==> src/rtl/ann_load_sequencer_if.sv <==
// Stream-in and core-side bus bundle for the ANN load sequencer.
// master: the sequencer (drives s_ready, wr_*, start; samples s_valid/s_data, done, final_class).
// slave:  the byte source plus inference core on the far side.
interface ann_load_sequencer_if #(
  parameter int ADDR_W = 14
);
  // byte stream, valid/ready
  logic              s_valid;
  logic [7:0]        s_data;
  logic              s_ready;
  // core memory write port
  logic              wr_en;
  logic [ADDR_W-1:0] wr_addr;
  logic [7:0]        wr_data;
  // core run control
  logic              start;
  logic              done;
  logic [3:0]        final_class;

  modport master (
    input  s_valid, s_data, done, final_class,
    output s_ready, wr_en, wr_addr, wr_data, start
  );

  modport slave (
    output s_valid, s_data, done, final_class,
    input  s_ready, wr_en, wr_addr, wr_data, start
  );
endinterface

==> src/rtl/ann_load_sequencer.sv <==
// Loads image (+ optional params) from a byte stream into the ANN core, kicks it, returns the class.
// Latency: accepted byte -> write strobe 1 cycle; last write -> start 1 cycle; done -> result_valid 1 cycle.
// Backpressure: s_ready is high only in LOAD; 1 byte/cycle sustained, bubbles on s_valid allowed.
// Ports: clk/rst_n (async active-low); cmd_load_all/cmd_load_img command pulses; bus = stream +
//        core write/start/done signals; result_valid/result_class, busy, params_loaded, err_code status.
module ann_load_sequencer #(
  parameter int IMG_BYTES      = 784,
  parameter int PARAM_BYTES    = 12730,
  parameter int ADDR_W         = 14,
  parameter int TIMEOUT_CYCLES = 65535
) (
  input  logic                 clk,
  input  logic                 rst_n,
  input  logic                 cmd_load_all,
  input  logic                 cmd_load_img,
  ann_load_sequencer_if.master bus,
  output logic                 result_valid,
  output logic [3:0]           result_class,
  output logic                 busy,
  output logic                 params_loaded,
  output logic [1:0]           err_code
);

  // One extra bit on the address counter so limit (up to 2^ADDR_W) compares without wrap.
  localparam int CW = ADDR_W + 1;
  localparam int TW = $clog2(TIMEOUT_CYCLES + 1);

  localparam logic [CW-1:0] LIM_ALL  = CW'(IMG_BYTES + PARAM_BYTES);
  localparam logic [CW-1:0] LIM_IMG  = CW'(IMG_BYTES);
  localparam logic [TW-1:0] TMO_LAST = TW'(TIMEOUT_CYCLES - 1);

  localparam logic [1:0] S_IDLE = 2'd0;
  localparam logic [1:0] S_LOAD = 2'd1;
  localparam logic [1:0] S_KICK = 2'd2;
  localparam logic [1:0] S_WAIT = 2'd3;

  localparam logic [1:0] ERR_NONE    = 2'd0;
  localparam logic [1:0] ERR_TIMEOUT = 2'd1;
  localparam logic [1:0] ERR_NOPARAM = 2'd2;

  logic [1:0]        state_q,  state_d;
  logic [CW-1:0]     addr_q,   addr_d;
  logic [CW-1:0]     limit_q,  limit_d;
  logic [TW-1:0]     tmo_q,    tmo_d;
  logic [1:0]        err_q,    err_d;
  logic              params_q, params_d;
  logic              wr_en_q,  wr_en_d;
  logic [ADDR_W-1:0] wr_addr_q, wr_addr_d;
  logic [7:0]        wr_data_q, wr_data_d;
  logic              rv_q,     rv_d;
  logic [3:0]        rc_q,     rc_d;

  logic          s_ready_w;
  logic          accept;
  logic          last_beat;
  logic [TW-1:0] tmo_inc;

  assign s_ready_w = (state_q == S_LOAD);
  assign accept    = bus.s_valid & s_ready_w;
  assign last_beat = (addr_q == (limit_q - CW'(1)));
  assign tmo_inc   = tmo_q + TW'(1);

  always_comb begin
    state_d   = state_q;
    addr_d    = addr_q;
    limit_d   = limit_q;
    tmo_d     = tmo_q;
    err_d     = err_q;
    params_d  = params_q;
    wr_en_d   = 1'b0;
    wr_addr_d = wr_addr_q;
    wr_data_d = wr_data_q;
    rv_d      = 1'b0;
    rc_d      = rc_q;

    case (state_q)
      S_IDLE: begin
        tmo_d = '0;
        if (cmd_load_all) begin
          // Params get overwritten, so they are invalid until the last param byte lands.
          err_d    = ERR_NONE;
          params_d = 1'b0;
          limit_d  = LIM_ALL;
          addr_d   = '0;
          state_d  = S_LOAD;
        end else if (cmd_load_img) begin
          if (params_q) begin
            err_d   = ERR_NONE;
            limit_d = LIM_IMG;
            addr_d  = '0;
            state_d = S_LOAD;
          end else begin
            err_d = ERR_NOPARAM;
          end
        end
      end

      S_LOAD: begin
        if (accept) begin
          wr_en_d   = 1'b1;
          wr_addr_d = addr_q[ADDR_W-1:0];
          wr_data_d = bus.s_data;
          addr_d    = addr_q + CW'(1);
          if (last_beat) begin
            state_d = S_KICK;
            if (limit_q == LIM_ALL) begin
              params_d = 1'b1;
            end
          end
        end
      end

      S_KICK: begin
        // KICK spans the final write cycle plus the start cycle, so start lands
        // exactly one cycle after the last write strobe.
        tmo_d = '0;
        if (!wr_en_q) begin
          state_d = S_WAIT;
        end
      end

      S_WAIT: begin
        if (bus.done) begin
          rv_d    = 1'b1;
          rc_d    = bus.final_class;
          state_d = S_IDLE;
        end else if (tmo_inc == TMO_LAST) begin
          err_d   = ERR_TIMEOUT;
          state_d = S_IDLE;
        end else begin
          tmo_d = tmo_inc;
        end
      end

      default: state_d = S_IDLE;
    endcase
  end

  always_ff @(posedge clk or negedge rst_n) begin
    if (!rst_n) begin
      state_q   <= S_IDLE;
      addr_q    <= '0;
      limit_q   <= '0;
      tmo_q     <= '0;
      err_q     <= ERR_NONE;
      params_q  <= 1'b0;
      wr_en_q   <= 1'b0;
      wr_addr_q <= '0;
      wr_data_q <= '0;
      rv_q      <= 1'b0;
      rc_q      <= '0;
    end else begin
      state_q   <= state_d;
      addr_q    <= addr_d;
      limit_q   <= limit_d;
      tmo_q     <= tmo_d;
      err_q     <= err_d;
      params_q  <= params_d;
      wr_en_q   <= wr_en_d;
      wr_addr_q <= wr_addr_d;
      wr_data_q <= wr_data_d;
      rv_q      <= rv_d;
      rc_q      <= rc_d;
    end
  end

  assign bus.s_ready   = s_ready_w;
  assign bus.wr_en     = wr_en_q;
  assign bus.wr_addr   = wr_addr_q;
  assign bus.wr_data   = wr_data_q;
  assign bus.start     = (state_q == S_KICK) && !wr_en_q;

  assign result_valid  = rv_q;
  assign result_class  = rc_q;
  assign busy          = (state_q != S_IDLE);
  assign params_loaded = params_q;
  assign err_code      = err_q;

endmodule

==> src/flat_wrapper.sv <==
// flat-port wrapper written by rule: the top's interface ports become plain ports
module ann_load_sequencer_flat 
#(
  parameter int IMG_BYTES      = 784,
  parameter int PARAM_BYTES    = 12730,
  parameter int ADDR_W         = 14,
  parameter int TIMEOUT_CYCLES = 65535
)
  (clk, rst_n, cmd_load_all, cmd_load_img, result_valid, result_class, busy, params_loaded, err_code, bus_s_valid, bus_s_data, bus_done, bus_final_class, bus_s_ready, bus_wr_en, bus_wr_addr, bus_wr_data, bus_start);
  ann_load_sequencer_if #(.ADDR_W(ADDR_W)) bus_i ();
  input  logic clk;
  input  logic rst_n;
  input  logic cmd_load_all;
  input  logic cmd_load_img;
  output logic result_valid;
  output logic [3:0] result_class;
  output logic busy;
  output logic params_loaded;
  output logic [1:0] err_code;
  input wire logic [$bits(bus_i.s_valid)-1:0] bus_s_valid;
  input wire logic [$bits(bus_i.s_data)-1:0] bus_s_data;
  input wire logic [$bits(bus_i.done)-1:0] bus_done;
  input wire logic [$bits(bus_i.final_class)-1:0] bus_final_class;
  output wire logic [$bits(bus_i.s_ready)-1:0] bus_s_ready;
  output wire logic [$bits(bus_i.wr_en)-1:0] bus_wr_en;
  output wire logic [$bits(bus_i.wr_addr)-1:0] bus_wr_addr;
  output wire logic [$bits(bus_i.wr_data)-1:0] bus_wr_data;
  output wire logic [$bits(bus_i.start)-1:0] bus_start;
  assign bus_i.s_valid = bus_s_valid;
  assign bus_i.s_data = bus_s_data;
  assign bus_i.done = bus_done;
  assign bus_i.final_class = bus_final_class;
  assign bus_s_ready = bus_i.s_ready;
  assign bus_wr_en = bus_i.wr_en;
  assign bus_wr_addr = bus_i.wr_addr;
  assign bus_wr_data = bus_i.wr_data;
  assign bus_start = bus_i.start;
  ann_load_sequencer #(.IMG_BYTES(IMG_BYTES), .PARAM_BYTES(PARAM_BYTES), .ADDR_W(ADDR_W), .TIMEOUT_CYCLES(TIMEOUT_CYCLES)) u_core (.clk(clk), .rst_n(rst_n), .cmd_load_all(cmd_load_all), .cmd_load_img(cmd_load_img), .bus(bus_i), .result_valid(result_valid), .result_class(result_class), .busy(busy), .params_loaded(params_loaded), .err_code(err_code));
endmodule
==> config.mk <==
export PLATFORM = sky130hd
export DESIGN_NAME = ann_load_sequencer_flat
export DESIGN_NICKNAME = d
export VERILOG_FILES = /design/src/rtl/ann_load_sequencer_if.sv /design/src/rtl/ann_load_sequencer.sv /design/src/flat_wrapper.sv
export SDC_FILE = /design/constraint.sdc
export NUM_CORES = 1
export LEC_CHECK = 0
export ABC_AREA = 1
export BUFFER_PORTS_ARGS = -buffer_cell sky130_fd_sc_hd__buf_2
export CAP_MARGIN = 20
export CORE_UTILIZATION = 35
export DETAILED_ROUTE_END_ITERATION = 16
export GPL_TIMING_DRIVEN = 0
export HOLD_SLACK_MARGIN = 0.12
export SYNTH_ARGS = -nofsm -noshare
export SYNTH_HDL_FRONTEND = slang
export SYNTH_SLANG_ARGS = --single-unit
==> constraint.sdc <==
create_clock -name clk -period 2.32 [get_ports clk]
set_input_delay 0.232 -clock clk [delete_from_list [all_inputs] [get_ports clk]]
set_output_delay 0.232 -clock clk [all_outputs]
set_load 0.05 [all_outputs]
Word level (Yosys, flattened, before mapping):

Cells that the tools add are included.

* word-level logic and storage cells: 85
* latch bits: 0
* ROM bits: 0
* memories: 0
* memory bits (writable): 0
* bits of input ports: 18
* bits in registers: 79
* output and inout port bits: 34

* add/subtract/negate cells: 3
* divide/modulo/power cells: 0
* shift operators: 0
* $lt $le $gt $ge: 0
* equality and inequality tests: 17
* mux-type cells: 35
* bitwise gates (word level): 1
* reduce and logical (&&, ||, !) cells: 18
* multiply operators: 0

Operators by type and width (number)
* 15-bit two-way mux: 7
* 16-bit two-way mux: 2
* 16-bit case mux with 2 select lines: 1
* 15-bit case mux with 2 select lines: 1
* 2-bit two-way mux: 13
* 16-bit by 1-bit adder with 16-bit output (second input constant): 1
* 16-bit equality test (second input constant): 1
* 15-bit by 1-bit adder with 15-bit output (second input constant): 1
* 15-bit by 14-bit equality test with 1-bit output (second input constant): 1
* 15-bit equality test: 1
* 15-bit by 1-bit subtractor with 15-bit output (second input constant): 1
* 2-bit inequality test (second input constant): 7
* 2-bit nonzero test: 6
* 1-bit two-way mux: 8
* 2-bit case mux with 4 select lines: 1
* 4-bit AND reduction: 2
* 3-bit by 2-bit inequality test with 1-bit output (second input constant): 2
* 3-bit AND reduction: 2
* 6-bit AND reduction: 1
* 5-bit AND reduction: 1
* 2-bit equality test (second input constant): 2
* 2-bit case mux with 2 select lines: 1
* 2-bit AND reduction: 2
* 3-bit inequality test (second input constant): 1
* other kinds (8): 8

Logic depth before layout (Yosys ltp):

* depth in word-level cells: 5
* gate-level depth with buffers: 15
* depth with buffers taken out: 14

Worst setup path before layout:

Ideal clock, no wire load.

* path kind: register to register
* start: register u_core.state_q[1]
* end: register u_core.addr_q[12]
* setup slack: -0.012 ns
* stages on the path, launching flop included: 13
* library setup time: 0.071 ns
* data arrival time: 2.261 ns
* cell sequence: dfrtp_1 -> inv_1 -> ha_1 -> inv_1 -> a21oi_1 -> nand2_1 -> nor2_1 -> nand2_1 -> nor2_1 -> nand3_1 -> o21ai_0 -> nand2_1 -> nor2_1

* cells in the longest elaborated chain, start to end: 4
* elaborated cells on any way between the ends: 9
* those cells by class: 4 x eq/ne; 1 x mux; 1 x bitwise; 3 x reduce/logical

Ends and longest elaborated chain
* from (decl): RTL line ann_load_sequencer.sv:41 `logic [1:0] state_q, state_d;`
* from (signal assigned): RTL line ann_load_sequencer.sv:153 `state_q <= state_d;`
* 2-bit by 1-bit equality test with 1-bit output *: RTL line ann_load_sequencer.sv:58 `assign s_ready_w = (state_q == S_LOAD);`
* named net bus_s_ready: RTL line flat_wrapper.sv:24 `output wire logic [$bits(bus_i.s_ready)-1:0] bus_s_ready;`
* 1-bit AND: RTL line ann_load_sequencer.sv:59 `assign accept = bus.s_valid & s_ready_w;`
* 2-bit inequality test (no source line)
* 4-bit AND reduction (no source line)
* to (signal assigned): RTL line ann_load_sequencer.sv:154 `addr_q <= addr_d;`
* to (decl): RTL line ann_load_sequencer.sv:42 `logic [CW-1:0] addr_q, addr_d;`

Mark *: on every way through the listed nets, which the timed path passes. The rest lies on a longest branch.
A chain may end at the register's enable or synchronous reset.

Worst setup path after layout:

* start: register u_core.tmo_q[1]
* end: register u_core.tmo_q[8]

* cells in the longest elaborated chain, start to end: 4
* elaborated cells on any way between the ends: 7
* those cells by class: 1 x add/sub; 2 x eq/ne; 3 x mux; 1 x reduce/logical

Ends and longest elaborated chain
* from (decl): RTL line ann_load_sequencer.sv:44 `logic [TW-1:0] tmo_q, tmo_d;`
* from (signal assigned): RTL line ann_load_sequencer.sv:156 `tmo_q <= tmo_d;`
* 16-bit by 1-bit adder with 16-bit output *: RTL line ann_load_sequencer.sv:61 `assign tmo_inc = tmo_q + TW'(1);`
* 16-bit equality test / 16-bit two-way mux (equally long branches): RTL line ann_load_sequencer.sv:127 `end else if (tmo_inc == TMO_LAST) begin`
* 2-bit inequality test (no source line) / 16-bit two-way mux (equally long branches)
* 3-bit AND reduction (no source line) / 16-bit case mux with 2 select lines (equally long branches)

Every way passes the cells marked *; elsewhere a longest branch is shown, timed or not. The select of a mux whose other input is x is not followed.

==> results.yml <==
grt:
  grt_max_degree: 67
  gr-total-overflow: 0
  antenna_found_initial: 0
  grt_pass1_wl_microns: 14400
  grt_pass1_vias: 3092
  track_usage_pct: 16.74
place:
  dp_hpwl_microns: 6142
  io_buffers: 51
  gp_congestion: 0.8540
die:
  start_util_pct: 36.63
  num_rows: 36
  pin_count: 52
  die_area_sq_mm: 0.01083
  die-height_microns: 104.1
  coreArea_sq_mm: 0.009955
  die_x_microns: 104.1
logic_synthesis:
  synth_area_leader_cell: "dfrtp_1"
  yosysMostFrequentCell: "nand2_1"
  ys_seq_area_share_pct: 45.30
  ys_types: 30
  synth-seq-cells: 66
  yosysWarnings: 0
  synthesis.nets: 509
  synthFlopType: "dfrtp_1"
  ys_top_cells_by_count: "nand2_1, dfrtp_1, inv_1"
  synth_edf_count: 0
  avgSynthCellArea_sq_um: 7.596
  synth_area_sq_mm: 0.003646
  syn_inst: 480
  ys_async_sr_fraction_pct: 100.0
  synthTopCellsByArea: "dfrtp_1, nand2_1, inv_1"
  synth_top_area_share_pct: 45.30
clock_network:
  cts.sinks: 66
  clk_pin_slew_ns: 0.07
  cts_tree: "built"
  ctsLongestPathBuffers: 2
  clock_latency_ns: 0.36
  cts_inserted_buffers: 9
  htreeDepth: 3
  cts_root_buffer: "clkbuf_8"
job:
  maxCapViolations: 0
final_layout:
  drive_gt1_share_pct: 19.79
  diodes: 0
  regArea_sq_mm: 0.001653
  multi_input_area_sq_mm: 0.001767
  nets: 585
  syn_to_final_growth_pct: 23.23
  fillers: 1002
critical_path:
  path_cells: "ha_2, nand3_1, o21bai_1, nand2_1, nor2_1, nand2_1, nor2_4, nand3_4, nand2_4, inv_1, buf_2, nand2_1, nand2_1"
  path_max_fanout: 10
  end_kind: "register"
  path_buf_inv: 2
  path_delay_family: "simple AND/OR/NAND/NOR gates"
  reg2regPathDepth: 13
  cp_common_cell: "nand2_1"
  crit_type: "reg2reg"
  slowest_stage: "dfrtp_2"
  cp_data_arrival_time_ns: 2.40
  reg2reg_to: "u_core.tmo_q[8]"
  cp.required_ns: 2.57
  r2r-start: "u_core.tmo_q[1]"
  max_stage_delay_ns: 0.40
  start_kind: "register"
  reg2reg_slack_ns: 0.17
min_path:
  holdPathEnd: "u_core.err_code[1]"
  holdPathStages: 4
  hp-class: "in2reg"
  worstHoldStart: "cmd_load_all"
pwr:
  power.density_mw_per_mm2: 1114
  vdd_drop_max_v: 0.0008137
  cellLeakagePower_nw: 2.206
drt:
  drt_iter0_drc: 148
  avgRoutedWirePerCell_microns: 12.33
  wl_microns: 8557
  viasPerCell: 4.736
  drt-pass1-iter-count: 6
  route.detailed.drc: 0
  ant_nets: 0
  via_count: 3287
sta:
  post-route-period-util_pct: 92.77
  final-hold-violation-count: 0
  tightest_slew_ns: 0.8317
  fmax_mhz: 464.6
  final-max-slew-violation-count: 0
  setup_viol: 0
  hold_ws_ns: 0.2027
  min_period_ns: 2.152
  skew_ns: 0.01047
  max_slew_margin_pct: 44.55
  tns_ns: 0
status:
  outcome: "finished clean"
==> area by class of cell <==
cell class	instances	share of cell area [%]
multi-input cells	349	39.32
flip-flops and latches	66	36.79
repair buffers	65	8.800
inverters	57	4.762
well taps	133	3.704
clock buffers	12	3.676
clock inverters	4	1.615
plain buffers	8	1.337
==> flip-flops by register name (all words and copies together), names as in the netlist <==
| register | flops |
|---|---|
| u_core.tmo_q | 16 |
| u_core.addr_q | 15 |
| u_core.bus.wr_addr | 14 |
| u_core.bus.wr_data | 8 |
| u_core.result_class | 4 |
| u_core.err_code | 2 |
| u_core.limit_q | 2 |
| u_core.state_q | 2 |
| u_core.bus.wr_en | 1 |
| u_core.params_loaded | 1 |
| u_core.result_valid | 1 |
==> cells by family (layout without fill, tap and decap cells) <==
group           Yosys count  in the layout  share of synthesized area, %
fa+ha+maj                11             11                         3.775
flops                    66             66                         45.30
xor+xnor                  3              3                        0.7208
compound gates           48             48                         7.001
buf+inv                  65            146                         7.515
simple gates            287            287                         35.69
==> cell usage in the layout, fill, tap and decap left out, drive strengths merged <==
| master | count |
|---|---|
| nor2 | 47 |
| a31oi | 1 |
| and3 | 1 |
| buf | 56 |
| dfrtp | 66 |
| inv | 56 |
| clkinvlp | 1 |
| o2111ai | 1 |
| nor4 | 1 |
| o21a | 2 |
| xor2 | 2 |
| bufinv | 2 |
| nor3 | 5 |
| nand3 | 40 |
| clkbuf | 16 |
| dlygate4sd3 | 13 |
| clkinv | 2 |
| o21ai | 30 |
| o21bai | 2 |
| nand4 | 14 |
| xnor2 | 1 |
| nand2 | 179 |
| ha | 11 |
| a21oi | 12 |
==> tightest hold or removal path, delay by kind of cell <==
family / cells / cell delay [ns]
and+or+nand+nor: 3 / 0.17
buffers and inverters: 1 / 0.12
==> where the power goes <==
group	total, mW	internal [mW]	switching [mW]
clock	1.15	0.691	0.455
sequential	1.61	1.42	0.186
combinational	2.25	0.557	1.69
total	5.01	2.67	2.34
==> what timing repair did <==
| item | in CTS | in global routing |
|---|---|---|
| pin swaps | 0 | 1 |
| hold endpoints to repair | 78 | 0 |
| setup buffers | 0 | 1 |
| hold buffers | 13 | 0 |
| resized for setup | 3 | 10 |
| setup endpoints to repair | 4 | 20 |
==> per-layer routing <==
layer	track usage, %	wire, microns	up-vias
li1	-	-	1679
met1	21.02	3984	1538
met2	26.95	4060	54
met3	3.759	325	16
met4	8.673	187	0
met5	0	0	-
==> how the worst max path moves through the flow <==
stage,from,to,cells past startpoint
final,u_core.tmo_q[1],u_core.tmo_q[8],13
after global routing,u_core.state_q[1],u_core.addr_q[14],13
after CTS,u_core.state_q[1],u_core.addr_q[14],12
after detailed placement,u_core.state_q[1],u_core.addr_q[14],12
after global placement,u_core.state_q[0],u_core.addr_q[14],12
after floorplan,u_core.state_q[0],u_core.addr_q[12],12
==> stage by stage <==
step | power, mW | cells | area (sq um) | util [%] | setup WS [ns]
floorplan | 3.272 | 480 | 3649 | - | 0.1796
global route | 5.315 | 694 | 4493 | 45.14 | -0.003766
detailed placement | 3.829 | 664 | 4073 | 40.91 | -0.06605
global placement | 3.800 | 664 | 4070 | 40.89 | 0.01407
finish | 5.005 | 694 | 4493 | 45.14 | 0.1677
CTS | 5.015 | 693 | 4453 | 44.73 | 0.004217
(Power assumes the default switching activity.)
